## config.mk

```make
export PLATFORM = sky130hd
export DESIGN_NAME = mem_stage
export DESIGN_NICKNAME = d
export VERILOG_FILES = /design/src/rtl/mem_stage.sv
export SDC_FILE = /design/constraint.sdc
export NUM_CORES = 1
export LEC_CHECK = 0
export BUFFER_PORTS_ARGS = -buffer_cell sky130_fd_sc_hd__buf_2
export CORE_ASPECT_RATIO = 1.4
export CORE_MARGIN = 1
export CORE_UTILIZATION = 35
export DETAILED_ROUTE_END_ITERATION = 6
export SLEW_MARGIN = 20
export SYNTH_ARGS = -nofsm -noshare
export SYNTH_HDL_FRONTEND = slang
export SYNTH_SLANG_ARGS = --single-unit
```

## constraint.sdc

```tcl
create_clock -name clk -period 11.2 [get_ports clk]
set_input_delay 0.56 -clock clk [delete_from_list [all_inputs] [get_ports clk]]
set_output_delay 0.56 -clock clk [all_outputs]
set_load 0.1 [all_outputs]
```

## src/rtl/mem_stage.sv

```systemverilog
// MEM pipeline stage: issues one aligned data-memory access per load/store,
// formats byte lanes, and hands results to MEM/WB with a one-cycle out_valid pulse.
module mem_stage #(
    parameter int PC_WIDTH     = 64,
    parameter int REG_WIDTH    = 64,
    parameter int REG_COUNT    = 32,
    parameter int M_Ctrl_bits  = 5,
    parameter int WB_Ctrl_bits = 5
) (
    input  logic                         clk,
    input  logic                         rst,
    input  logic                         in_valid,
    output logic                         in_ready,
    input  logic [WB_Ctrl_bits-1:0]      WB_Ctrl_in,
    input  logic [M_Ctrl_bits-1:0]       M_Ctrl_in,
    input  logic [PC_WIDTH-1:0]          PC_in,
    input  logic [REG_WIDTH-1:0]         ALU_res_in,
    input  logic [REG_WIDTH-1:0]         rs2_data_in,
    input  logic [$clog2(REG_COUNT)-1:0] rd_addr_in,
    output logic                         mem_req_valid,
    input  logic                         mem_req_ready,
    output logic                         mem_we,
    output logic [REG_WIDTH-1:0]         mem_addr,
    output logic [63:0]                  mem_wdata,
    output logic [7:0]                   mem_wstrb,
    input  logic                         mem_resp_valid,
    input  logic [63:0]                  mem_rdata,
    output logic                         out_valid,
    output logic [WB_Ctrl_bits-1:0]      WB_Ctrl_out,
    output logic [PC_WIDTH-1:0]          PC_out,
    output logic [REG_WIDTH-1:0]         ALU_res_out,
    output logic [63:0]                  load_data_out,
    output logic [$clog2(REG_COUNT)-1:0] rd_addr_out,
    output logic                         misaligned_out,
    output logic                         stall_out,
    output logic [1:0]                   state_out
);
    typedef enum logic [1:0] {IDLE = 2'd0, REQ = 2'd1, WAIT = 2'd2} state_t;

    state_t state, state_next;

    logic [2:0]  f3_in, lane_in;
    logic        rd_in, wr_in, mem_op_in, mis_in, accept;
    logic [7:0]  size_mask_in;
    logic [63:0] byte_mask_in, wdata_in;

    logic [WB_Ctrl_bits-1:0]      wb_q;
    logic [PC_WIDTH-1:0]          pc_q;
    logic [REG_WIDTH-1:0]         alu_q;
    logic [$clog2(REG_COUNT)-1:0] rd_q;
    logic [2:0]                   f3_q;
    logic                         is_load_q;
    logic [63:0]                  shifted, load_fmt;

    assign f3_in     = M_Ctrl_in[4:2];
    assign rd_in     = M_Ctrl_in[0];
    assign wr_in     = M_Ctrl_in[1];
    assign mem_op_in = rd_in | wr_in;
    assign lane_in   = ALU_res_in[2:0];
    assign accept    = (state == IDLE) && in_valid;

    always_comb begin
        mis_in       = 1'b0;
        size_mask_in = 8'h01;
        byte_mask_in = 64'h0000_0000_0000_00FF;
        case (f3_in[1:0])
            2'b00: ;
            2'b01: begin
                mis_in       = lane_in[0];
                size_mask_in = 8'h03;
                byte_mask_in = 64'h0000_0000_0000_FFFF;
            end
            2'b10: begin
                mis_in       = (lane_in[1:0] != 2'b00);
                size_mask_in = 8'h0F;
                byte_mask_in = 64'h0000_0000_FFFF_FFFF;
            end
            default: begin
                mis_in       = (lane_in != 3'b000);
                size_mask_in = 8'hFF;
                byte_mask_in = 64'hFFFF_FFFF_FFFF_FFFF;
            end
        endcase
    end

    assign wdata_in = (rs2_data_in[63:0] & byte_mask_in) << {lane_in, 3'b000};

    // Load formatting always works from the captured address/funct3, never the live inputs.
    assign shifted = mem_rdata >> {alu_q[2:0], 3'b000};

    always_comb begin
        load_fmt = shifted;
        case (f3_q[1:0])
            2'b00:   load_fmt = {{56{~f3_q[2] & shifted[7]}},  shifted[7:0]};
            2'b01:   load_fmt = {{48{~f3_q[2] & shifted[15]}}, shifted[15:0]};
            2'b10:   load_fmt = {{32{~f3_q[2] & shifted[31]}}, shifted[31:0]};
            default: load_fmt = shifted;
        endcase
    end

    // Request handshake: mem_req_valid rises in REQ and stays high with address/data/strobe/we
    // frozen until the edge where mem_req_valid & mem_req_ready; that edge completes the transfer.
    always_ff @(posedge clk or posedge rst) begin
        if (rst) state <= IDLE;
        else     state <= state_next;
    end

    always_comb begin
        state_next    = state;
        in_ready      = 1'b0;
        mem_req_valid = 1'b0;
        case (state)
            IDLE: begin
                in_ready = 1'b1;
                if (in_valid && mem_op_in && !mis_in) state_next = REQ;
            end
            REQ: begin
                mem_req_valid = 1'b1;
                if (mem_req_ready) state_next = WAIT;
            end
            WAIT: begin
                if (mem_resp_valid) state_next = IDLE;
            end
            default: state_next = IDLE;
        endcase
    end

    assign stall_out = in_valid & ~in_ready;
    assign state_out = state;

    always_ff @(posedge clk or posedge rst) begin
        if (rst) begin
            wb_q           <= '0;
            pc_q           <= '0;
            alu_q          <= '0;
            rd_q           <= '0;
            f3_q           <= '0;
            is_load_q      <= 1'b0;
            mem_we         <= 1'b0;
            mem_addr       <= '0;
            mem_wdata      <= '0;
            mem_wstrb      <= '0;
            out_valid      <= 1'b0;
            WB_Ctrl_out    <= '0;
            PC_out         <= '0;
            ALU_res_out    <= '0;
            load_data_out  <= '0;
            rd_addr_out    <= '0;
            misaligned_out <= 1'b0;
        end else begin
            out_valid <= 1'b0;
            if (accept) begin
                if (mem_op_in && !mis_in) begin
                    wb_q      <= WB_Ctrl_in;
                    pc_q      <= PC_in;
                    alu_q     <= ALU_res_in;
                    rd_q      <= rd_addr_in;
                    f3_q      <= f3_in;
                    is_load_q <= rd_in;
                    mem_addr  <= {ALU_res_in[REG_WIDTH-1:3], 3'b000};
                    // A read+write combination is treated as a plain load.
                    mem_we    <= wr_in & ~rd_in;
                    mem_wdata <= rd_in ? 64'd0 : wdata_in;
                    mem_wstrb <= rd_in ? 8'd0 : (size_mask_in << lane_in);
                end else begin
                    out_valid      <= 1'b1;
                    WB_Ctrl_out    <= mem_op_in ? '0 : WB_Ctrl_in;
                    PC_out         <= PC_in;
                    ALU_res_out    <= ALU_res_in;
                    rd_addr_out    <= rd_addr_in;
                    load_data_out  <= '0;
                    misaligned_out <= mem_op_in;
                end
            end else if (state == WAIT && mem_resp_valid) begin
                out_valid      <= 1'b1;
                WB_Ctrl_out    <= wb_q;
                PC_out         <= pc_q;
                ALU_res_out    <= alu_q;
                rd_addr_out    <= rd_q;
                load_data_out  <= is_load_q ? load_fmt : 64'd0;
                misaligned_out <= 1'b0;
            end
        end
    end
endmodule

```

## After elaboration in Yosys (flattened, before gate mapping)

Index checks and enable logic that the tools add are counted.

| operators by class | value |
|---|---|
| muxes and demuxes | 35 |
| add/subtract/negate cells | 0 |
| magnitude comparators | 0 |
| eq/ne operators | 10 |
| $mul | 0 |
| bitwise gates (word level) | 10 |
| shift operators | 3 |
| reductions and logical operators | 15 |
| divide/modulo/power cells | 0 |

Operators by type and width:

| kind | count |
|---|---|
| 64-bit 2-to-1 mux | 11 |
| 64-bit case mux with 3 select lines | 2 |
| 64-bit AND | 1 |
| 64-bit by 6-bit left shift with 64-bit output | 1 |
| 64-bit by 6-bit right shift with 64-bit output | 1 |
| 5-bit 2-to-1 mux | 7 |
| 8-bit case mux with 3 select lines | 1 |
| 1-bit 2-to-1 mux | 8 |
| 8-bit 2-to-1 mux | 1 |
| 8-bit by 3-bit left shift with 8-bit output | 1 |
| 2-bit by 1-bit equality test with 1-bit output, second input constant | 3 |
| 2-bit equality test, second input constant | 3 |
| 2-bit zero test | 3 |
| 2-bit 2-to-1 mux | 3 |
| 2-bit != test, second input constant | 3 |
| 2-bit case mux with 3 select lines | 1 |
| 1-bit AND | 5 |
| 1-bit logical AND | 5 |
| 2-bit AND reduction | 2 |
| 2-bit nonzero test | 2 |
| 1-bit NOT | 3 |
| 1-bit case mux with 3 select lines | 1 |
| 3-bit AND reduction | 1 |
| 3-bit nonzero test | 1 |
| other kinds (3) | 3 |

| word-level totals | value |
|---|---|
| memory bits (writable) | 0 |
| output and inout bits | 346 |
| logic and storage cells | 91 |
| memories kept | 0 |
| flip-flop bits (word level) | 482 |
| input bits | 276 |
| bits in latches | 0 |
| ROM bits | 0 |

## Longest topological paths before layout

Gate-level depths: netlist of run 1.

| logic depth | value |
|---|---|
| depth after elaboration | 6 |
| depth in mapped cells | 9 |
| depth with buffers taken out | 5 |

## Worst setup path before layout of run 1

No wires, ideal clock.

| timing | value |
|---|---|
| kind | register -> output |
| start | reg state[0] (netlist: state_out[0]) |
| end | out stall_out |
| arrival | 3.241 ns |
| setup slack | 7.399 ns |
| path buffers | 0 |
| cell stages (with the launch flop) | 3 |
| required time | 10.640 ns |
| cell sequence | dfrtp_1 -> nor2_1 -> nor2b_1 |

| on the way | value |
|---|---|
| longest elaborated chain between the ends | 4 |

RTL lines:

| element | RTL line | RTL |
|---|---|---|
| from (decl) | 40 | `state_t state, state_next;` |
| from (signal assigned) | 105 | `else state <= state_next;` |
| 2-bit zero test | 112 | `case (state)` |
| 1-bit 2-to-1 mux | 112 |  |
| via in_ready | 13 | `output logic in_ready,` |
| 1-bit NOT | 128 | `assign stall_out = in_valid & ~in_ready;` |
| 1-bit AND | 128 |  |
| to (decl) | 35 | `output logic stall_out,` |

The timed path passes the listed nets, and every way through them passes these cells.

## Worst setup path after layout of run 1

| timing | value |
|---|---|
| start | in ALU_res_in[0] |
| end | reg ALU_res_out[42] |

| on the way | value |
|---|---|
| longest elaborated chain between the ends | 6 |
| elaborated cells on any way between the ends | 7 |
| classes of those cells | eq/ne (1); mux (1); reduce/logical (5) |

RTL lines:

| element | RTL line | RTL |
|---|---|---|
| from (decl) | 17 | `input logic [REG_WIDTH-1:0] ALU_res_in,` |
| 3-bit nonzero test or 2-bit nonzero test (tied branches) | 79, 74 |  |
| 1-bit case mux with 3 select lines (*) | 66 | `case (f3_in[1:0])` |
| 1-bit zero test (*) | 153 | `if (mem_op_in && !mis_in) begin` |
| 1-bit logical AND (*) | 153 |  |
| 2-bit != test (no line) (*) | - |  |
| 2-bit AND reduction (no line) (*) | - |  |
| to (signal assigned) | 169 | `ALU_res_out <= ALU_res_in;` |
| to (signal assigned) | 178 | `ALU_res_out <= alu_q;` |
| to (decl) | 31 | `output logic [REG_WIDTH-1:0] ALU_res_out,` |

Mark *: on every way between the ends. The rest lies on a longest branch, timed or not.
A chain may end at the register's enable or synchronous reset.

==> impl_metrics.json, run 1 <==
{
  "outcome": "finished, final reports clean",
  "synth_area_um2": 20800,
  "synth.top_cells.by_area": "dfrtp_1 (51%), mux2i_1 (9.3%), mux2_2 (9.2%), o21ai_0 (5.9%), nand2_1 (4.9%)",
  "maxSlewViolCount": 0,
  "track_usage_pct": 22.2,
  "ios": 622,
  "clock_sinks": 421,
  "startpoint_type": "input port",
  "fin_crit_ns": 3.64,
  "routed_wl_mm": 68.5,
  "grt_max_degree": 240,
  "postRouteAntennaNets": 0,
  "clk_pin_slew_ns": 0.06,
  "num_rows": 105,
  "h-tree-depth": 2,
  "whs_path_depth": 2,
  "path_cells": "buf_2, buf_4, a211oi_1, nor2_1, o31ai_4, buf_12, buf_4, o21ai_0",
  "wl_per_cell_um": 21.5,
  "rsz0062_at_grt": "no",
  "worstPathMaxFanout": 239,
  "avgSynthCellArea_um2": 10.8,
  "drt_iter0_markers": 1475,
  "first_global_vias": 17400,
  "worst_r2r_path_depth": 7,
  "tns_ns": 0,
  "ys_seq_area_share_pct": 50.7,
  "crit_required_ns": 11.60,
  "hp-class": "in2reg",
  "min_period_over_period_pct": 32.5,
  "slowest_stage": "buf_4",
  "clk_latency_ns": 0.59,
  "drcViolationCount": 0,
  "tightest_slew_ns": 1.45,
  "grt_overflow": 0,
  "die_area_um2": 60300,
  "cap_violations": 0,
  "viasPerCell": 5.36,
  "antenna_found_initial": 13,
  "dr.pass1.iters": 6,
  "crit_type": "in2reg",
  "hold_viol": 0,
  "cp_common_cell": "buf_4",
  "core_um2": 58600,
  "postCtsSetupBuffers": 0,
  "synth_ff_type": "dfrtp_1",
  "clock_skew_ns": 0.0200,
  "cts-resized-gates": 0,
  "grt_pass1_wl_mm": 105,
  "max_slew_margin_pct": 3.59,
  "area_growth_pct": 22.9,
  "synthArstFlopShare_pct": 100,
  "synth.distinct_cells": 52,
  "gp_congestion": 0.936,
  "port_buffers": 618,
  "vias": 17100,
  "layout.nets": 2677,
  "drive_above_1_share_pct": 38.2,
  "syn_inst": 1930,
  "dp_hpwl_mm": 48.8,
  "synth_edf_count": 0,
  "start_util_pct": 35.4,
  "die_h_um": 290,
  "arrival_ns": 4.04,
  "finalSetupViolCount": 0,
  "cts_tree": "done",
  "clockBufferDepth": 3,
  "ys.warnings.count": 0,
  "cts-buffers-inserted": 45,
  "max_freq_ghz": 0.275,
  "yosys_register_bits": 421,
  "dieWidth_um": 208,
  "synth_top_area_share_pct": 50.7,
  "cts_root_buf": "clkbuf_16",
  "end_kind": "register",
  "synth_area_leader_cell": "dfrtp_1",
  "cpPeakStageDelay_ns": 0.93
}
-- final cells by class --
cell class	instances	area, um^2
inverters	11	45.0
flip-flops and latches	421	10500
diodes	9	22.5
repair buffers	640	3320
clock inverters	22	260
fillers	5698	33100
clock buffers	59	1270
multi-input cells	1282	9130
well taps	749	937
-- critical path: cells and delay by family --
family,cells,cell delay (ns)
buffers and inverters,4,1.96
AND/OR/NAND/NOR,1,0.18
AO/OA/AOI/OAI,3,1.19
-- synth_stat cells, types with 2 or more instances --
| cell type | number |
|---|---|
| buf_1 | 10 |
| o21ai_0 | 246 |
| a21oi_1 | 71 |
| o31ai_1 | 20 |
| a211o_1 | 3 |
| nor2_1 | 42 |
| dfrtp_1 | 421 |
| nand2_1 | 269 |
| nand3b_1 | 6 |
| or2_2 | 11 |
| mux2_2 | 170 |
| buf_2 | 41 |
| o41ai_1 | 6 |
| buf_4 | 65 |
| a32o_1 | 3 |
| nand2b_1 | 6 |
| mux2i_1 | 194 |
| nor3_1 | 3 |
| a2bb2oi_1 | 6 |
| a21o_1 | 2 |
| and2_1 | 9 |
| clkinv_1 | 2 |
| nor2b_1 | 13 |
| nor4_1 | 2 |
| mux4_2 | 23 |
| a21boi_0 | 3 |
| and3_1 | 5 |
| a31oi_1 | 13 |
| o211ai_1 | 5 |
| o21a_1 | 5 |
| inv_1 | 9 |
| a221o_1 | 3 |
| a22o_1 | 34 |
| a32oi_1 | 13 |
| a211oi_1 | 6 |
| o22ai_1 | 22 |
| a311oi_1 | 4 |
| nand3_1 | 23 |
| clkbuf_1 | 102 |
| a22oi_1 | 27 |
-- cells in the final DEF (no fill, tap or decap), drive strengths merged, types with 4 or more instances in the layout --
| cell | n |
|---|---|
| mux2i | 194 |
| buf | 639 |
| a21oi | 71 |
| a22o | 34 |
| o22ai | 22 |
| dfrtp | 421 |
| o21a | 5 |
| and3 | 5 |
| clkbuf | 59 |
| a211oi | 6 |
| nand3 | 23 |
| or2 | 11 |
| clkinv | 12 |
| o31ai | 21 |
| a31oi | 13 |
| mux4 | 23 |
| nand2 | 269 |
| nor2b | 13 |
| inv | 15 |
| nand2b | 6 |
| and2 | 9 |
| o211ai | 5 |
| o21ai | 246 |
| diode | 9 |
| o41ai | 6 |
| a22oi | 27 |
| mux2 | 170 |
| nand3b | 6 |
| nor2 | 43 |
| a2bb2oi | 6 |
| a32oi | 13 |
| a311oi | 4 |
-- metal layers --
layer	part of all wire [%]	track usage (%)
met1	39	26.4
met2	50	38.4
met3	6.6	4.83
met4	4.1	9.52
met5	0.072	0
-- state kept, by name, indices dropped and copies added, names as in the netlist, 2 cells and up --
register	cells
wb_q	5
f3_q	3
load_data_out	64
pc_q	64
alu_q	64
PC_out	64
rd_q	5
state_out	2
rd_addr_out	5
mem_wstrb	8
mem_wdata	64
WB_Ctrl_out	5
ALU_res_out	64
-- path summary, 6_finish.rpt --
| kind | startpoint | endpoint | slack (ns) |
|---|---|---|---|
| worst max register to register | alu_q[0]$_DFFE_PP0P_ | load_data_out[24]$_DFFE_PP0P_ | 7.56 |
| worst min register to register | load_data_out[15]$_DFFE_PP0P_ | load_data_out[15]$_DFFE_PP0P_ | 0.47 |
| min in group asynchronous | rst | PC_out[62]$_DFFE_PP0P_ | 0.56 |
| max in group asynchronous | rst | alu_q[0]$_DFFE_PP0P_ | 9.18 |
| worst min-delay path | mem_req_ready | state_out[0]$_DFFE_PP0P_ | 0.19 |
| worst max-delay path | ALU_res_in[0] | ALU_res_out[42]$_DFFE_PP0P_ | 7.56 |
-- through the flow --
step / area [um^2] / util, % / setup WS [ns] / hold WS (ns) / instances
2_1_floorplan: 20800 / - / 4.96 / 0.479 / 1932
6_report: 25500 / 43.6 / 7.56 / 0.185 / 3193
5_1_grt: 25500 / 43.6 / 7.28 / 0.177 / 3191
3_3_place_gp: 24000 / 40.9 / 7.11 / 0.455 / 3102
3_5_place_dp: 24000 / 40.9 / 6.97 / 0.456 / 3102
4_1_cts: 25500 / 43.5 / 7.57 / 0.151 / 3184
-- repair_timing --
action                                  CTS  global route
hold endpoints to repair                 12             0
endpoints found under the setup margin    0             0
hold buffers                              1             0
-- logic make-up (layout without fill, tap and decap cells) --
group	after synthesis	count (layout)	share of synthesized area, %
muxes	387	387	21.1
other	1	12	0.0181
AOI/OAI and AO/OA	498	498	14.5
and+or+nand+nor	394	394	8.11
buffers and inverters	229	732	5.56
DFF	421	421	50.7
Power of run 1 is left out: the tool's default activity adds up to more than one toggle a clock period on the data nets, which glitch-free logic cannot reach.
==> run 2, diff against run 1 <==
Settings changed: ABC_AREA set to 1.
Clock period 11.2 ns to 3.2 ns, I/O delays scaled along.
==> run 2 against run 1 <==
Clock skew is 0.0030 ns lower. Via count is 26% higher. Utilization is 2.6 points higher. First-iteration DRC count is 20% higher. Register-to-register slack worse by 6.8 ns. Critical path type is now reg2reg.
==> impl_metrics.json, run 2 <==
{
  "cts-resized-gates": 0,
  "min_period_over_period_pct": 76.6,
  "outcome": "finished, final reports clean",
  "ios": 622,
  "track_usage_pct": 25.3,
  "start_util_pct": 35.4,
  "viasPerCell": 5.03,
  "dieWidth_um": 210,
  "antenna_found_initial": 8,
  "arrival_ns": 2.96,
  "clockBufferDepth": 3,
  "cts_tree": "done",
  "fin_crit_ns": 2.45,
  "clk_pin_slew_ns": 0.06,
  "synth_top_family_by_area": "simple AND/OR/NAND/NOR gates",
  "postRouteAntennaNets": 0,
  "synth_area_leader_cell": "dfrtp_1",
  "final_common_cell": "nand2_1",
  "final_cell_mix": "nand2_1 (1141), buf_2 (618), dfrtp_1 (420)",
  "layout.nets": 3695,
  "synth_ff_type": "dfrtp_1",
  "gp_congestion": 0.922,
  "cts_root_buf": "clkbuf_16",
  "grt_max_degree": 184,
  "yosys_register_bits": 421,
  "crit_type": "reg2reg",
  "place_area_um2": 24500,
  "wl_per_cell_um": 18.7,
  "drcViolationCount": 0,
  "grt_pass1_wl_mm": 122,
  "finalSetupViolCount": 0,
  "synth_mux_area_share_pct": 0,
  "ys.warnings.count": 0,
  "synthTopCellsByCount": "nand2_1 (1141), dfrtp_1 (421), o21ai_0 (310)",
  "routed_wl_mm": 79.8,
  "grt_overflow": 0,
  "end_kind": "register",
  "synthArstFlopShare_pct": 100,
  "drt_iter0_markers": 1766,
  "crit_required_ns": 3.71,
  "synth_adder_area_share_pct": 0,
  "hold_viol": 0,
  "dr.pass1.iters": 6,
  "die_h_um": 293,
  "area_growth_pct": 30.4,
  "avgSynthCellArea_um2": 7.52,
  "startpoint_type": "register",
  "h-tree-depth": 2,
  "hp-class": "in2reg",
  "clock_skew_ns": 0.0170,
  "final_area_um2": 27600,
  "clk_latency_ns": 0.57,
  "maxSlewViolCount": 0,
  "cap_violations": 0,
  "cts-buffers-inserted": 44,
  "synth-simple-area-share_pct": 28.1,
  "dp_hpwl_mm": 55.1,
  "clock_sinks": 421,
  "synth_xor_area_share_pct": 0,
  "synth_top_area_share_pct": 49.8,
  "num_rows": 106,
  "port_buffers": 618,
  "synth.top_cells.by_area": "dfrtp_1 (50%), nand2_1 (20%), o21ai_0 (7.3%), a31oi_1 (4.1%), nor2_1 (3.7%)",
  "yosys.cell_count.top_type": "nand2_1",
  "vias": 21500,
  "synth_edf_count": 0,
  "drive_above_1_share_pct": 22.5,
  "syn_inst": 2816,
  "max_freq_ghz": 0.408,
  "synth_compound_area_share_pct": 14.5,
  "first_global_vias": 20900,
  "rsz0062_at_grt": "no",
  "core_um2": 59800,
  "die_area_um2": 61500,
  "synth.distinct_cells": 31,
  "synth_area_um2": 21200,
  "tns_ns": 0,
  "ys_seq_area_share_pct": 49.8,
  "tightest_slew_ns": 1.05,
  "max_slew_margin_pct": 30.3,
  "worstPathMaxFanout": 38
}
==> run 2: cell families after synthesis <==
family | count (synthesis)
AO/OA/AOI/OAI | 554
buffers and inverters | 326
flip-flops | 421
other | 1
AND/OR/NAND/NOR | 1514
==> run 2: final timing paths <==
kind / start / endpoint / slack [ns] / cells past startpoint
setup / recovery: alu_q[1]$_DFFE_PP0P_ / load_data_out[48]$_DFFE_PP0P_ / 0.75 / 8
hold / removal: rs2_data_in[1] / mem_wdata[1]$_DFFE_PP0P_ / 0.05 / 5
setup reg to reg: alu_q[1]$_DFFE_PP0P_ / load_data_out[48]$_DFFE_PP0P_ / 0.75 / 8
hold reg to reg: mem_wstrb[5]$_DFFE_PP0P_ / mem_wstrb[5]$_DFFE_PP0P_ / 0.47 / 2
max in group asynchronous: rst / alu_q[53]$_DFFE_PP0P_ / 1.96 / 4
min in group asynchronous: rst / alu_q[9]$_DFFE_PP0P_ / 0.23 / 3
==> run 2: routing by layer <==
layer  global-route usage [%]  up-vias  wire, um
met3                     4.47      176      5180
met2                     42.3      850     38700
li1                         -    10300         -
met1                     31.7    10100     32500
met4                     11.6        0      3490
met5                        0        -         0
==> run 2: area by class of cell <==
type | count | area, um^2
Sequential cell | 421 | 10500
Fill cell | 6085 | 32200
Clock inverter | 21 | 254
Multi-Input combinational cell | 2071 | 9070
Timing Repair Buffer | 824 | 5190
Inverter | 57 | 220
Antenna cell | 8 | 20.0
Clock buffer | 61 | 1310
Tap cell | 810 | 1010
==> run 2: per-stage QoR <==
| stage | util (%) | setup WS (ns) | std cells | hold WS, ns |
|---|---|---|---|---|
| 2_1_floorplan | - | -2.64 | 2818 | 0.246 |
| 3_5_place_dp | 40.9 | 0.770 | 4029 | 0.300 |
| 6_report | 46.2 | 0.747 | 4273 | 0.0509 |
| 3_3_place_gp | 40.9 | 0.783 | 4029 | 0.306 |
| 5_1_grt | 46.1 | 0.504 | 4271 | 0.0437 |
| 4_1_cts | 46.1 | 0.739 | 4265 | 0.00867 |
==> run 2: worst max-delay path, cell delays in order, from the launching register on <==
cell and delay (ns):
dfrtp_1 0.53, buf_4 0.41, nand3_1 0.15, nand3_1 0.15, nand3_1 0.34, nand2_1 0.17, buf_4 0.35, o21ai_0 0.16
nand2_1 0.10
==> run 2: what timing repair did <==
action / in CTS / in global routing
setup buffers: 0 / 0
hold endpoints to repair: 307 / 0
hold buffers: 154 / 0
Power of run 2 is left out for the same reason.
